<file path="src/rtl/bsa_pkg.sv">
// bsa_pkg: shared types and constants for the bit-serial adder control slice.
// Ports: none. This package holds the sequencer state enum, the datapath width
// and the accept-to-result latency.
package bsa_pkg;

  typedef enum logic [1:0] {
    IDLE,
    LOAD,
    SHIFT,
    CAPTURE
  } bsa_seq_state_t;

  localparam int BSA_WIDTH   = 8;
  // Edges: accept, load, BSA_WIDTH shifts, then capture.
  localparam int BSA_LATENCY = BSA_WIDTH + 2;

endpackage

</file>
<file path="src/rtl/bsa_result_reg.sv">
// bsa_result_reg: holds the captured adder result until downstream takes it.
// Ports: clk/reset (sync, active-high); capture with sum/carry from the adder;
//        out_valid/out_ready drain handshake with out_sum/out_cout.
//        With BSA_SEQ_OVF_EN defined it also takes the operand MSBs (a_msb,
//        b_msb) and holds the signed overflow flag out_ovf.
module bsa_result_reg
  import bsa_pkg::*;
#(
  parameter int WIDTH = BSA_WIDTH
) (
  input  logic             clk,
  input  logic             reset,
  input  logic             capture,
  input  logic [WIDTH-1:0] sum,
  input  logic             carry,
`ifdef BSA_SEQ_OVF_EN
  input  logic             a_msb,
  input  logic             b_msb,
  output logic             out_ovf,
`endif
  input  logic             out_ready,
  output logic             out_valid,
  output logic [WIDTH-1:0] out_sum,
  output logic             out_cout
);

  always_ff @(posedge clk) begin
    if (reset) begin
      out_valid <= 1'b0;
      out_sum   <= '0;
      out_cout  <= 1'b0;
    end else if (capture) begin
      // Capture never coincides with a held result: the sequencer only
      // accepts a new pair once the previous one has drained.
      out_valid <= 1'b1;
      out_sum   <= sum;
      out_cout  <= carry;
    end else if (out_valid && out_ready) begin
      out_valid <= 1'b0;
    end
  end

`ifdef BSA_SEQ_OVF_EN
  always_ff @(posedge clk) begin
    if (reset) begin
      out_ovf <= 1'b0;
    end else if (capture) begin
      // Like-signed operands whose sum flips sign.
      out_ovf <= (a_msb == b_msb) && (sum[WIDTH-1] != a_msb);
    end
  end
`endif

endmodule

</file>
<file path="src/rtl/bsa_sequencer.sv">
// bsa_sequencer: drives the bit-serial adder (load, WIDTH shifts) and captures its result.
// Ports: in_valid/in_ready/in_a/in_b operand handshake; add_a/add_b/add_mode/add_reset
//        to the adder, add_sum/add_carry back from it; out_valid/out_ready/out_sum/out_cout
//        result handshake. BSA_SEQ_OVF_EN adds out_ovf (signed overflow of the result).
module bsa_sequencer
  import bsa_pkg::*;
#(
  parameter int WIDTH = BSA_WIDTH
) (
  input  logic             clk,
  input  logic             reset,
  input  logic             in_valid,
  output logic             in_ready,
  input  logic [WIDTH-1:0] in_a,
  input  logic [WIDTH-1:0] in_b,
  output logic [WIDTH-1:0] add_a,
  output logic [WIDTH-1:0] add_b,
  output logic             add_mode,
  output logic             add_reset,
  input  logic [WIDTH-1:0] add_sum,
  input  logic             add_carry,
  output logic             out_valid,
  input  logic             out_ready,
  output logic [WIDTH-1:0] out_sum,
  output logic             out_cout
`ifdef BSA_SEQ_OVF_EN
  ,
  output logic             out_ovf
`endif
);

  localparam int              CW       = $clog2(WIDTH) + 1;
  localparam logic [CW-1:0]   CNT_LAST = CW'(WIDTH - 1);

  bsa_seq_state_t state, state_nxt;
  logic [CW-1:0]  cnt;
  logic           accept;
  logic           capture;

  always_ff @(posedge clk) begin
    if (reset) begin
      state <= IDLE;
      cnt   <= '0;
      add_a <= '0;
      add_b <= '0;
    end else begin
      state <= state_nxt;
      if (accept) begin
        add_a <= in_a;
        add_b <= in_b;
      end
      if (state == LOAD) begin
        cnt <= '0;
      end else if (state == SHIFT) begin
        cnt <= cnt + 1'b1;
      end
    end
  end

  always_comb begin
    state_nxt = state;
    in_ready  = 1'b0;
    add_mode  = 1'b0;
    // Reset also clears the adder on the same edge, so an aborted
    // operation leaves nothing behind in the shift registers or carry.
    add_reset = reset;
    accept    = 1'b0;
    capture   = 1'b0;
    case (state)
      IDLE: begin
        add_reset = 1'b1;
        // Gated by the held result so a stalled output is never overwritten.
        in_ready  = !out_valid;
        if (in_valid && !out_valid) begin
          accept    = 1'b1;
          state_nxt = LOAD;
        end
      end
      LOAD: begin
        add_mode  = !reset;
        state_nxt = SHIFT;
      end
      SHIFT: begin
        if (cnt == CNT_LAST) begin
          state_nxt = CAPTURE;
        end
      end
      CAPTURE: begin
        // The adder keeps shifting, so capture cannot wait for downstream.
        capture   = 1'b1;
        state_nxt = IDLE;
      end
      default: state_nxt = IDLE;
    endcase
  end

  bsa_result_reg #(.WIDTH(WIDTH)) u_result (
    .clk       (clk),
    .reset     (reset),
    .capture   (capture),
    .sum       (add_sum),
    .carry     (add_carry),
`ifdef BSA_SEQ_OVF_EN
    .a_msb     (add_a[WIDTH-1]),
    .b_msb     (add_b[WIDTH-1]),
    .out_ovf   (out_ovf),
`endif
    .out_ready (out_ready),
    .out_valid (out_valid),
    .out_sum   (out_sum),
    .out_cout  (out_cout)
  );

endmodule

</file>
<file path="config.mk">
export PLATFORM = sky130hd
export DESIGN_NAME = bsa_sequencer
export DESIGN_NICKNAME = d
export VERILOG_FILES = /design/src/rtl/bsa_pkg.sv /design/src/rtl/bsa_result_reg.sv /design/src/rtl/bsa_sequencer.sv
export SDC_FILE = /design/constraint.sdc
export NUM_CORES = 1
export LEC_CHECK = 0
export BUFFER_PORTS_ARGS = -buffer_cell sky130_fd_sc_hd__buf_2
export CORE_ASPECT_RATIO = 0.8
export CORE_MARGIN = 3
export CORE_UTILIZATION = 30
export DETAILED_ROUTE_END_ITERATION = 10
export PLACE_DENSITY = 0.67
export SETUP_SLACK_MARGIN = 0.2
export SLEW_MARGIN = 0
export SYNTH_ARGS = -nofsm -noshare
export SYNTH_HDL_FRONTEND = slang
export SYNTH_SLANG_ARGS = --single-unit
export TNS_END_PERCENT = 1
</file>
<file path="constraint.sdc">
create_clock -name clk -period 1.9 [get_ports clk]
set_input_delay 0.19 -clock clk [delete_from_list [all_inputs] [get_ports clk]]
set_output_delay 0.19 -clock clk [all_outputs]
set_load 0.01 [all_outputs]
</file>
Word level (Yosys, flattened, before mapping)
Cells that the tools add are included.
W data, S select, Z words.
{"block": "word_totals", "reg_bits": 32, "input_bits": 29, "output_inout_bits": 29, "wordCells": 33}
{"block": "classes", "n_addsub": 1, "n_eq_ne": 6, "n_mux": 11, "reduce_logical": 8}
{"cell": "$mux W1", "n": 8}
{"cell": "$pmux W2 S4", "n": 1}
{"cell": "$add A4 B1 Y4 const B", "n": 1}
{"cell": "$eq A2 B2 Y1 const B", "n": 2}
{"cell": "$eq A4 B3 Y1 const B", "n": 1}
{"cell": "$mux W2", "n": 2}
{"cell": "$eq A2 B1 Y1 const B", "n": 1}
{"cell": "$logic_and A1 B1 Y1", "n": 2}
{"cell": "$logic_not A1 Y1", "n": 2}
{"cell": "$logic_not A2 Y1", "n": 1}
{"cell": "$ne A2 B1 Y1 const B", "n": 1}
{"cell": "$ne A2 B2 Y1 const B", "n": 1}
{"cell": "$reduce_and A2 Y1", "n": 1}
{"cell": "$reduce_bool A2 Y1", "n": 1}
{"cell": "$reduce_or A2 Y1", "n": 1}

Logic depth before layout (Yosys ltp)
Gate-level depths: netlist of the first run.
{"block": "depth", "depth_word": 4, "ltp_mapped": 7, "mapped_depth_nobuf": 5}

Cells and area by module
From an unflattened synthesis of the first run, not the netlist that was laid out.
{"block": "hier_totals", "hier_cells": 140, "hier_area_um2": 1335.0}
{"mod": "bsa_sequencer", "instances": 1, "cells_each": 107, "area_each_um2": 979.7, "seq_area_each_um2": 440.4}
{"mod": "bsa_result_reg", "instances": 1, "cells_each": 33, "area_each_um2": 355.3, "seq_area_each_um2": 200.2}

Least setup slack after synthesis of the first run
OpenSTA, ideal clock, no wires.
{"block": "synth_timing", "kind": "reg2reg", "from": "reg state[0]", "to": "reg add_a[0]", "setup_time_ns": 0.143, "arrival_time_ns": 1.201, "required_time_ns": 1.757, "setup_slack_ns": 0.556, "path_stages_with_launch": 8, "path_buffers": 2, "synth_period_minus_slack_ns": 1.344, "cell_sequence": "dfxtp_1 -> inv_1 -> ha_1 -> and3b_1 -> buf_6 -> buf_12 -> nand2_1 -> a21oi_2"}
{"block": "synth_between", "elab_chain_cells": 2}
{"item": "from (decl)", "line": "bsa_sequencer.sv:35", "text": "bsa_seq_state_t state, state_nxt;"}
{"item": "from (signal assigned)", "line": "bsa_sequencer.sv:47", "text": "state <= state_nxt;"}
{"item": "$logic_not A2 Y1", "line": "bsa_sequencer.sv:69", "text": "case (state)"}
{"item": "$mux W1", "line": "bsa_sequencer.sv:69"}
{"item": "to (signal assigned)", "line": "bsa_sequencer.sv:49", "text": "add_a <= in_a;"}
{"item": "to (decl)", "line": "bsa_sequencer.sv:16", "text": "output logic [WIDTH-1:0] add_a,"}
No other way between the ends.
A chain may end at the register's enable or synchronous reset.

Worst setup path after layout of the first run
{"block": "layout_timing", "from": "reg state[1]", "to": "out add_reset"}
{"block": "layout_between", "elab_chain_cells": 2}
{"item": "$logic_not A2 Y1", "line": "bsa_sequencer.sv:69"}
{"item": "$mux W1", "line": "bsa_sequencer.sv:69"}
{"item": "to (decl)", "line": "bsa_sequencer.sv:19", "text": "output logic add_reset,"}
No other way between the ends.

==> summary.md, run 1 <==
| Metric | Value |
|---|---|
| Run status | `finished, final reports clean` |
| Clock sink count | `32` |
| Iteration-0 DRC count of the detailed router | `15` |
| Most used flip-flop cell after synthesis | `dfxtp_1` |
| Setup ws final | `approximately 0.24 ns` |
| Met3 track demand over resource in global routing | `roughly 4.5%` |
| Share of async-settable or async-resettable flops after synthesis | `0%` |
| Signed area change from the synthesized netlist to the final layout | `30.7%` |
| Final Core Density | `43.1%` |
| Grt met1 use | `14.3%` |
| Yosys top cell by area | `dfxtp_1` |
| Met2 global-route usage | `between 10% and 20%` |
| Total core area | `roughly 4000 µm²` |
| Clock transition at path regs | `around 0.070 ns` |
| Grt ovf | `0` |
| Fraction of layout cells with a size suffix above 1 | `40.4%` |
| Detail-routed net length per standard cell | `11.4 µm` |
| Final Net Count | `between 200 and 250` |
| Max IR drop VDD | `493 µV` |
| Max Root-Sink Buffers | `2` |
| TritonCTS buffer count | `5` |
| Standard cell area after detailed placement | `between 1500 and 2000 µm²` |
| Top post-synthesis cells by area | `dfxtp_1, nand2_1, mux2i_1` |
| Antenna diode count | `0` |
| Antenna violations before repair | `0` |
| Number of placed cells counting well taps | `~250` |
| Flip-flop and latch count after synthesis | `32` |
| Achievable Freq | `between 600 and 700 MHz` |
| Number of I/O port buffers | `57` |
| Ys Warns | `0` |
| Master of the slowest instance on the critical path | `dfxtp_1` |
| Worst setup skew after layout | `between 0.007 and 0.008 ns` |
| Most used standard cells in the synthesized netlist | `dfxtp_1, nand2_1, mux2i_1` |
| Global route hottest layer | `met2` |
| Number of levels in the clock H-tree | `2` |
| Pwr/cell area | `approximately 1200 nW/µm²` |
| Aggregate global-route resource usage | `around an eighth` |
| Effective utilization at floorplan | `about a third` |
| Setup total negative slack | `0 ns` |
| Max-slew violations | `0` |
| Unrepaired setup endpoints after global routing | `true` |
| Final Hold Violating Endpoints | `0` |
| Synthesized cell area | `around 1300 µm²` |
| Area fraction of the dominant cell type after synthesis | `48.2%` |
| Relative slew slack | `between 60 and 70%` |
| Final Instance Count excl. Fillers | `between 200 and 300` |
| Clock tree from TritonCTS | `yes` |
| Worst path required time | `roughly 1.7 ns` |
| Period utilization | `around 90%` |
| Worst setup path class | `reg2out` |
| Number of synthesized flops with an enable pin | `0` |
| CP Max Fanout | `6` |
| Die W | `slightly above 80 µm` |
| Worst-Skew Late Latency | `approximately 0.28 ns` |
| DIE HEIGHT | `65.6 µm` |
| Via density per instance | `about 4.4` |
| Synth unique cells | `25` |
| Most used standard cell by instance count after synthesis | `dfxtp_1` |
| Total Power Consumption | `approximately 2.1 mW` |
| Cell chain of the critical path | `inv_1 -> ha_1 -> or2_2 -> buf_2` |
| Final estimated routing congestion in global placement | `slightly below 0.7` |
| Total number of vias | `1,110` |
| CTS Root Cell | `clkbuf_8` |
| I/O pin count | `58` |
| Pin count of the biggest net entering global routing | `27` |
| Endpoint kind of the worst setup timing path | `output pin` |
| HPWL after detailed placement | `about 2100 µm` |
| Post-route DRC | `0` |
| CP Data Arrival Time | `between 1 and 1.5 ns` |
| Area of all placed cells without fillers | `1740 µm²` |
| Global-route wire length before repair | `roughly 4800 µm` |
| Class of the worst hold path | `in2reg` |
| Average size of a mapped cell | `~9.4 µm²` |
| Number of routed nets with antenna violations | `0` |
| Slowest cell delay on critical path | `roughly 0.39 ns` |
| Count of TritonRoute iterations in the first routing pass | `4` |
| Measured slew at the worst slew-check pin | `around 0.58 ns` |
| Worst Path Buf+Inv | `2` |
| Post-Synthesis Cells | `between 100 and 150` |
| Leakage power | `between 0.7 and 0.8 nW` |
| Minimum clock period | `between 1.5 and 2 ns` |
| Row count | `20` |
| Critical path startpoint category | `flop` |
| Maximum capacitance violations | `0` |
| Final-layout worst hold slack | `~0.15 ns` |
| Syn Nets | `~180` |
| Die outline area | `approximately 5300 µm²` |
| Setup violation total in the final timing report | `0` |
| Delay-heaviest family, CP | `flip-flops` |
| Wire length after detailed routing | `2880 µm` |
| Vias in the first global route | `~1.1k` |
| Minimum setup slack after placement | `~0.26 ns` |
| Total of fill cells in the finished design | `between 300 and 400` |
| Post-synthesis sequential area ratio | `between 40% and 50%` |
==> kinds of logic after synthesis <==
logic type,synth area share (%)
adder cells (fa/ha/maj),5.64
AND/OR/NAND/NOR,19.4
buffers and inverters,5.55
flip-flops,48.2
AO/OA/AOI/OAI,11.0
XOR/XNOR,1.98
multiplexers,8.28
==> final cells by class <==
type                       count  area, µm²  area share (%)
clock buffer                   6       72.6            4.18
clock inverter                 2       35.0            2.02
inverter                       3       11.3           0.648
multi-input combinational     97        617            35.5
sequential                    32        641            36.9
tap                           55       68.8            3.96
timing repair buffer          58        293            16.8
==> sequential cells by signal (all words and copies together) (netlist names) <==
register and count:
u_result.out_valid 1, u_result.out_cout 1, cnt 4, add_b 8, add_a 8, u_result.out_sum 8, state 2
==> worst reg2reg max path, cell delays in order (launching register included) <==
cell and delay (ns):
dfxtp_1 0.34, inv_1 0.11, ha_1 0.25, and3b_2 0.42, nand2_1 0.12, a21oi_2 0.13
==> cell usage in the layout (no fill, tap or decap), types with 2 or more instances in the layout <==
cell	n
a211oi_1	2
a21oi_1	7
a21oi_2	10
buf_2	57
clkbuf_8	5
dfxtp_1	32
ha_1	6
inv_1	3
mux2i_1	11
nand2_1	31
nand2_2	2
nand2b_1	3
nor2_1	10
nor2b_1	2
nor3_1	4
xor2_1	2
==> per-layer routing <==
| layer | vias up | wire length [µm] |
|---|---|---|
| met3 | 2 | 274 |
| met5 | - | 0 |
| met1 | 496 | 1400 |
| li1 | 572 | - |
| met4 | 0 | 15 |
| met2 | 40 | 1180 |
==> timing repair <==
| action | in CTS | in global routing |
|---|---|---|
| buffers inserted | 0 | 0 |
| hold buffers | 0 | 0 |
| endpoints found under the setup margin | 0 | 17 |
| gates resized for setup | 0 | 1 |
==> final timing paths <==
kind	startpoint	end	slack, ns	depth (start not counted)
setup / recovery	state[1]$_SDFFE_PP0P_	add_reset	0.24	4
hold / removal	add_sum[7]	u_result.out_sum[7]$_SDFFE_PP0P_	0.15	3
setup reg to reg	state[1]$_SDFFE_PP0P_	add_a[0]$_SDFFE_PP0P_	0.47	5
hold reg to reg	add_a[4]$_SDFFE_PP0P_	add_a[4]$_SDFFE_PP0P_	0.45	2
==> report_power, final <==
group          total [mW]  switching, mW  internal [mW]
clock network       0.630          0.241          0.389
registers           0.832         0.0602          0.771
logic               0.623          0.360          0.263
No activity file was read; power rests on OpenSTA's default activity.
==> run 2, diff against run 1 <==
--- a/config.mk
+++ b/config.mk
@@ -6,7 +6,7 @@
 export NUM_CORES = 1
 export LEC_CHECK = 0
 export BUFFER_PORTS_ARGS = -buffer_cell sky130_fd_sc_hd__buf_2
-export CORE_ASPECT_RATIO = 0.8
+export CORE_ASPECT_RATIO = 1.75
 export CORE_MARGIN = 3
 export CORE_UTILIZATION = 30
 export DETAILED_ROUTE_END_ITERATION = 10
==> summary.md, run 2 (same netlist as run 1, synthesis figures left out) <==
| Metric | Value |
|---|---|
| Run status | `finished, final reports clean` |
| Die W | `roughly 56 µm` |
| Number of setup buffers added after CTS | `0` |
| Final Hold Violating Endpoints | `0` |
| Die outline area | `approximately 5300 µm²` |
| Grt ovf | `0` |
| DIE HEIGHT | `approximately 94 µm` |
| Final Net Count | `around 230` |
| Count of TritonRoute iterations in the first routing pass | `3` |
| Maximum capacitance violations | `0` |
| Endpoint kind of the worst setup timing path | `output pin` |
| Startpoint of the worst hold path | `in_a[1]` |
| TritonCTS buffer count | `5` |
| Row count | `31` |
| Antenna violations before repair | `0` |
| Worst R2R End | `add_a[0]$_SDFFE_PP0P_` |
| Clock transition at path regs | `0.06 ns` |
| Cell chain of the critical path | `inv_1 -> ha_2 -> or2_2 -> buf_2` |
| Relative slew slack | `a little over three fifths` |
| Max Root-Sink Buffers | `2` |
| Minimum clock period | `~1.6 ns` |
| HPWL after detailed placement | `about 2100 µm` |
| Standard cell area after detailed placement | `1630 µm²` |
| Critical path startpoint category | `flop` |
| Worst setup path class | `reg2out` |
| Origin of the critical flop-to-flop path | `state[0]$_SDFFE_PP0P_` |
| Period utilization | `83.5%` |
| Pwr/cell area | `between 1000 and 1500 nW/µm²` |
| CTS Root Cell | `clkbuf_8` |
| Total number of vias | `between 1k and 1.5k` |
| Effective utilization at floorplan | `a little under a third` |
| Worst hold endpoint | `add_a[1]$_SDFFE_PP0P_` |
| Most common cell after layout, fill and taps aside | `buf_2` |
| Leakage power | `~0.8 nW` |
| Max IR drop VDD | `slightly above 700 µV` |
| Fraction of layout cells with a size suffix above 1 | `40.2%` |
| Class of the worst hold path | `in2reg` |
| Antenna diode count | `0` |
| Pin count of the biggest net entering global routing | `24` |
| Clock sink count | `32` |
| Setup total negative slack | `0 ns` |
| Worst Path Buf+Inv | `2` |
| Worst path required time | `around 1.7 ns` |
| Slowest cell delay on critical path | `between 0.3 and 0.4 ns` |
| Post-route DRC | `0` |
| Max-slew violations | `0` |
| Iteration-0 DRC count of the detailed router | `16` |
| Setup violation total in the final timing report | `0` |
| Aggregate global-route resource usage | `11.3%` |
| Vias in the first global route | `1,077` |
| Wire length after detailed routing | `2790 µm` |
| Most frequent cells in the layout | `buf_2, dfxtp_1, nand2_1, mux2i_1` |
| Global-route wire length before repair | `roughly 4700 µm` |
| I/O pin count | `58` |
| Final estimated routing congestion in global placement | `0.747` |
| CP Max Fanout | `6` |
| Detail-routed net length per standard cell | `between 10 and 15 µm` |
| Via density per instance | `between 4 and 5` |
| Top flop regs | `add_a (8), add_b (8), u_result.out_sum (8)` |
| Clock tree from TritonCTS | `yes` |
| Total core area | `roughly 4200 µm²` |
| Measured slew at the worst slew-check pin | `around 0.55 ns` |
| Total Power Consumption | `1.99 mW` |
| CP Data Arrival Time | `approximately 1.4 ns` |
| Area of all placed cells without fillers | `1720 µm²` |
| Master of the slowest instance on the critical path | `dfxtp_1` |
| Number of I/O port buffers | `57` |
| Signed area change from the synthesized netlist to the final layout | `29.4%` |
| Delay-heaviest family, CP | `flip-flops` |
| Worst reg2reg setup slack | `between 0.5 and 0.6 ns` |
| Achievable Freq | `~630 MHz` |
| Number of routed nets with antenna violations | `0` |
| Number of levels in the clock H-tree | `2` |
| Worst setup skew after layout | `roughly 0.0035 ns` |
| Worst-Skew Late Latency | `approximately 0.27 ns` |
| Worst reg-to-reg path cell count | `5` |
| Worst Hold Path Cells | `3` |
| Unrepaired setup endpoints after global routing | `false` |
-- run 2: timing repair --
| action | in CTS | in global routing |
|---|---|---|
| hold buffers | 0 | 0 |
| resized for setup | 0 | 1 |
| setup endpoints to repair | 0 | 1 |
-- run 2: power by group --
part	switching, mW	internal [mW]	total [mW]
combinational	0.359	0.275	0.634
sequential	0.0574	0.772	0.829
clock	0.227	0.295	0.522
-- run 2: per-layer routing --
layer / up-vias / global-route usage, % / part of all wire [%]
li1: 571 / - / -
met1: 498 / 11.9 / 41
met2: 34 / 18.7 / 50
met3: 8 / 3.16 / 5.4
met4: 0 / 8.91 / 3.8
met5: - / 0 / 0
-- run 2: worst register-to-register path: cells and delay by family, from the launching register on --
kind / cells / cell delay (ns)
AO/OA/AOI/OAI: 1 / 0.06
adder cells (fa/ha/maj): 1 / 0.25
buffers and inverters: 1 / 0.12
flip-flops: 1 / 0.33
AND/OR/NAND/NOR: 2 / 0.50
-- run 2: layout make-up --
| class | instances | area [µm²] |
|---|---|---|
| inverter | 3 | 11.3 |
| tap | 49 | 61.3 |
| sequential | 32 | 641 |
| multi-input combinational | 97 | 618 |
| timing repair buffer | 59 | 300 |
| fill | 461 | 2470 |
| clock buffer | 8 | 90.1 |
-- run 2: worst max-delay path by stage --
stage | end | start | cells after the start
floorplan | add_a[0]$_SDFFE_PP0P_ | state[0]$_SDFFE_PP0P_ | 7
global placement | add_b[3]$_SDFFE_PP0P_ | state[0]$_SDFFE_PP0P_ | 5
detailed placement | add_a[0]$_SDFFE_PP0P_ | state[0]$_SDFFE_PP0P_ | 5
CTS | add_reset | state[1]$_SDFFE_PP0P_ | 4
global route | add_reset | state[1]$_SDFFE_PP0P_ | 4
finish | add_reset | state[1]$_SDFFE_PP0P_ | 4
-- run 2: metrics by stage --
stage	setup WS, ns	std cells	hold slack [ns]	util (%)
after detailed placement	0.444	240	0.436	38.9
final	0.313	248	0.143	41.1
after global placement	0.530	240	0.424	38.9
after floorplan	0.556	141	0.317	-
after CTS	0.239	248	0.134	41.0
after global routing	0.229	248	0.138	41.1
==> run 3, diff against run 2 <==
--- a/config.mk
+++ b/config.mk
@@ -10,7 +10,7 @@
 export CORE_MARGIN = 3
 export CORE_UTILIZATION = 30
 export DETAILED_ROUTE_END_ITERATION = 10
-export PLACE_DENSITY = 0.67
+export PLACE_DENSITY = 0.69
 export SETUP_SLACK_MARGIN = 0.2
 export SLEW_MARGIN = 0
 export SYNTH_ARGS = -nofsm -noshare
==> constraint.sdc (replaced) <==
create_clock -name clk -period 1.4 [get_ports clk]
set_input_delay 0.14 -clock clk [delete_from_list [all_inputs] [get_ports clk]]
set_output_delay 0.14 -clock clk [all_outputs]
set_load 0.01 [all_outputs]
==> summary.md, run 3 (same netlist as run 1, synthesis figures left out) <==
| Metric | Value |
|---|---|
| Register share of total power | `approximately two fifths` |
| Count of TritonRoute iterations in the first routing pass | `2` |
| Total Power Consumption | `2.92 mW` |
| Detail-routed net length per standard cell | `between 10 and 15 µm` |
| Most frequent cells in the layout | `buf_2, nand2_1, dfxtp_1, mux2i_1` |
| Grt ovf | `0` |
| Antenna violations before repair | `0` |
| Class of the worst hold path | `in2reg` |
| TritonCTS buffer count | `5` |
| Net Switching | `about 0.96 mW` |
| Worst Path Buf+Inv | `3` |
| Endpoint kind of the worst setup timing path | `output pin` |
| I/O pin count | `58` |
| Most common cell after layout, fill and taps aside | `buf_2` |
| Final Hold Violating Endpoints | `0` |
| Delay-heaviest family, CP | `flip-flops` |
| Clock transition at path regs | `approximately 0.060 ns` |
| Total core area | `approximately 4200 µm²` |
| Global-route wire length before repair | `approximately 5100 µm` |
| Number of levels in the clock H-tree | `2` |
| Worst setup skew after layout | `0.00719 ns` |
| DIE HEIGHT | `about 94 µm` |
| Effective utilization at floorplan | `31.8%` |
| HPWL after detailed placement | `2180 µm` |
| Unrepaired setup endpoints after global routing | `true` |
| Relative slew slack | `82.5%` |
| Maximum capacitance violations | `0` |
| Setup total negative slack | `0 ns` |
| Die W | `56.3 µm` |
| Iteration-0 DRC count of the detailed router | `7` |
| Setup violation total in the final timing report | `0` |
| Number of I/O port buffers | `between 50 and 60` |
| Worst setup path class | `reg2out` |
| Die outline area | `between 5000 and 6000 µm²` |
| Final Net Count | `240` |
| Leakage power | `roughly 0.83 nW` |
| Wire length after detailed routing | `2990 µm` |
| Total of fill cells in the finished design | `roughly 430` |
| Max-slew violations | `0` |
| Clock tree from TritonCTS | `yes` |
| CTS Root Cell | `clkbuf_8` |
| Run status | `finished, final reports clean` |
| Minimum clock period | `approximately 1.3 ns` |
| Number of routed nets with antenna violations | `0` |
| Max IR drop VDD | `between 900 and 1000 µV` |
| Period utilization | `95.7%` |
| Post-route DRC | `0` |
| CP Max Fanout | `4` |
| Row count | `31` |
| Vias in the first global route | `1,151` |
| Slowest cell delay on critical path | `roughly 0.35 ns` |
| Total number of vias | `1,114` |
| Worst-Skew Late Latency | `about 0.27 ns` |
| Clock sink count | `32` |
| Proportion of power drawn by the clock network | `roughly 22%` |
| Top flop regs | `add_a (8), add_b (8), u_result.out_sum (8)` |
| Final estimated routing congestion in global placement | `0.727` |
| CP Data Arrival Time | `between 1 and 1.5 ns` |
| Measured slew at the worst slew-check pin | `around 0.26 ns` |
| Max Root-Sink Buffers | `2` |
| Pwr/cell area | `roughly 1600 nW/µm²` |
| Worst path required time | `1.26 ns` |
| Internal power | `~2 mW` |
| Cell chain of the critical path | `inv_4 -> ha_4 -> buf_6 -> nor2b_1 -> buf_2` |
| Antenna diode count | `0` |
| Critical path startpoint category | `flop` |
| Fraction of power spent switching nets | `32.8%` |
| Achievable Freq | `746 MHz` |
| Combinational fraction of design power | `38.8%` |
| Aggregate global-route resource usage | `roughly an eighth` |
| Via density per instance | `4.39` |
| Final Core Density | `a little over two fifths` |
| Pin count of the biggest net entering global routing | `17` |
| Master of the slowest instance on the critical path | `dfxtp_2` |
| Signed area change from the synthesized netlist to the final layout | `37.5%` |
| Fraction of layout cells with a size suffix above 1 | `between 40 and 50%` |
## run 3: cell type report
type                            instances  area, µm²  area share (%)
Multi-Input combinational cell         97        653            35.7
Clock inverter                          1       5.00           0.274
Timing Repair Buffer                   66        375            20.5
Tap cell                               49       61.3            3.35
Sequential cell                        32        646            35.3
Clock buffer                            6       72.6            3.97
Inverter                                3       16.3           0.889
## run 3: through the flow
stage	worst slack, ns	hold slack [ns]	instance area [µm²]	instances
finish	0.0596	0.0985	1830	254
global route	0.00641	0.0959	1830	254
CTS	0.0512	0.0909	1810	253
detailed placement	0.116	0.382	1670	242
global placement	0.113	0.374	1670	242
floorplan	0.180	0.267	1350	141
## run 3: worst paths after layout
path              slack (ns)  depth (start not counted)                     to                   from
setup / recovery        0.06                          5               in_ready  state[0]$_SDFFE_PP0P_
hold / removal           0.1                          3  add_b[0]$_SDFFE_PP0P_                in_b[0]
setup reg to reg        0.10                          4  state[0]$_SDFFE_PP0P_  state[1]$_SDFFE_PP0P_
hold reg to reg         0.45                          2  add_a[2]$_SDFFE_PP0P_  add_a[2]$_SDFFE_PP0P_
## run 3: per-layer routing
metal,share of wire [%],global-route usage [%]
met5,0,0
met4,2.0,6.53
met3,4.5,2.89
met2,53,21.9
met1,40,13.1
## run 3: power groups by stage
stage	clock [mW]	combinational, mW	sequential [mW]
floorplan	0	0.633	1.20
global placement	0	0.939	1.15
detailed placement	0	0.966	1.16
CTS	0.672	1.11	1.13
global route	0.715	1.26	1.16
finish	0.644	1.13	1.14
## run 3: timing repair
item / 4_1_cts / 5_1_grt
setup buffers: 4 / 1
pin swaps: 2 / 1
gates resized for setup: 6 / 4
endpoints found under the setup margin: 22 / 33
hold buffers: 0 / 0
## run 3: worst min-delay path: stages
cell     delay [ns]
buf_2          0.10
nand2_2        0.05
a21oi_2        0.04
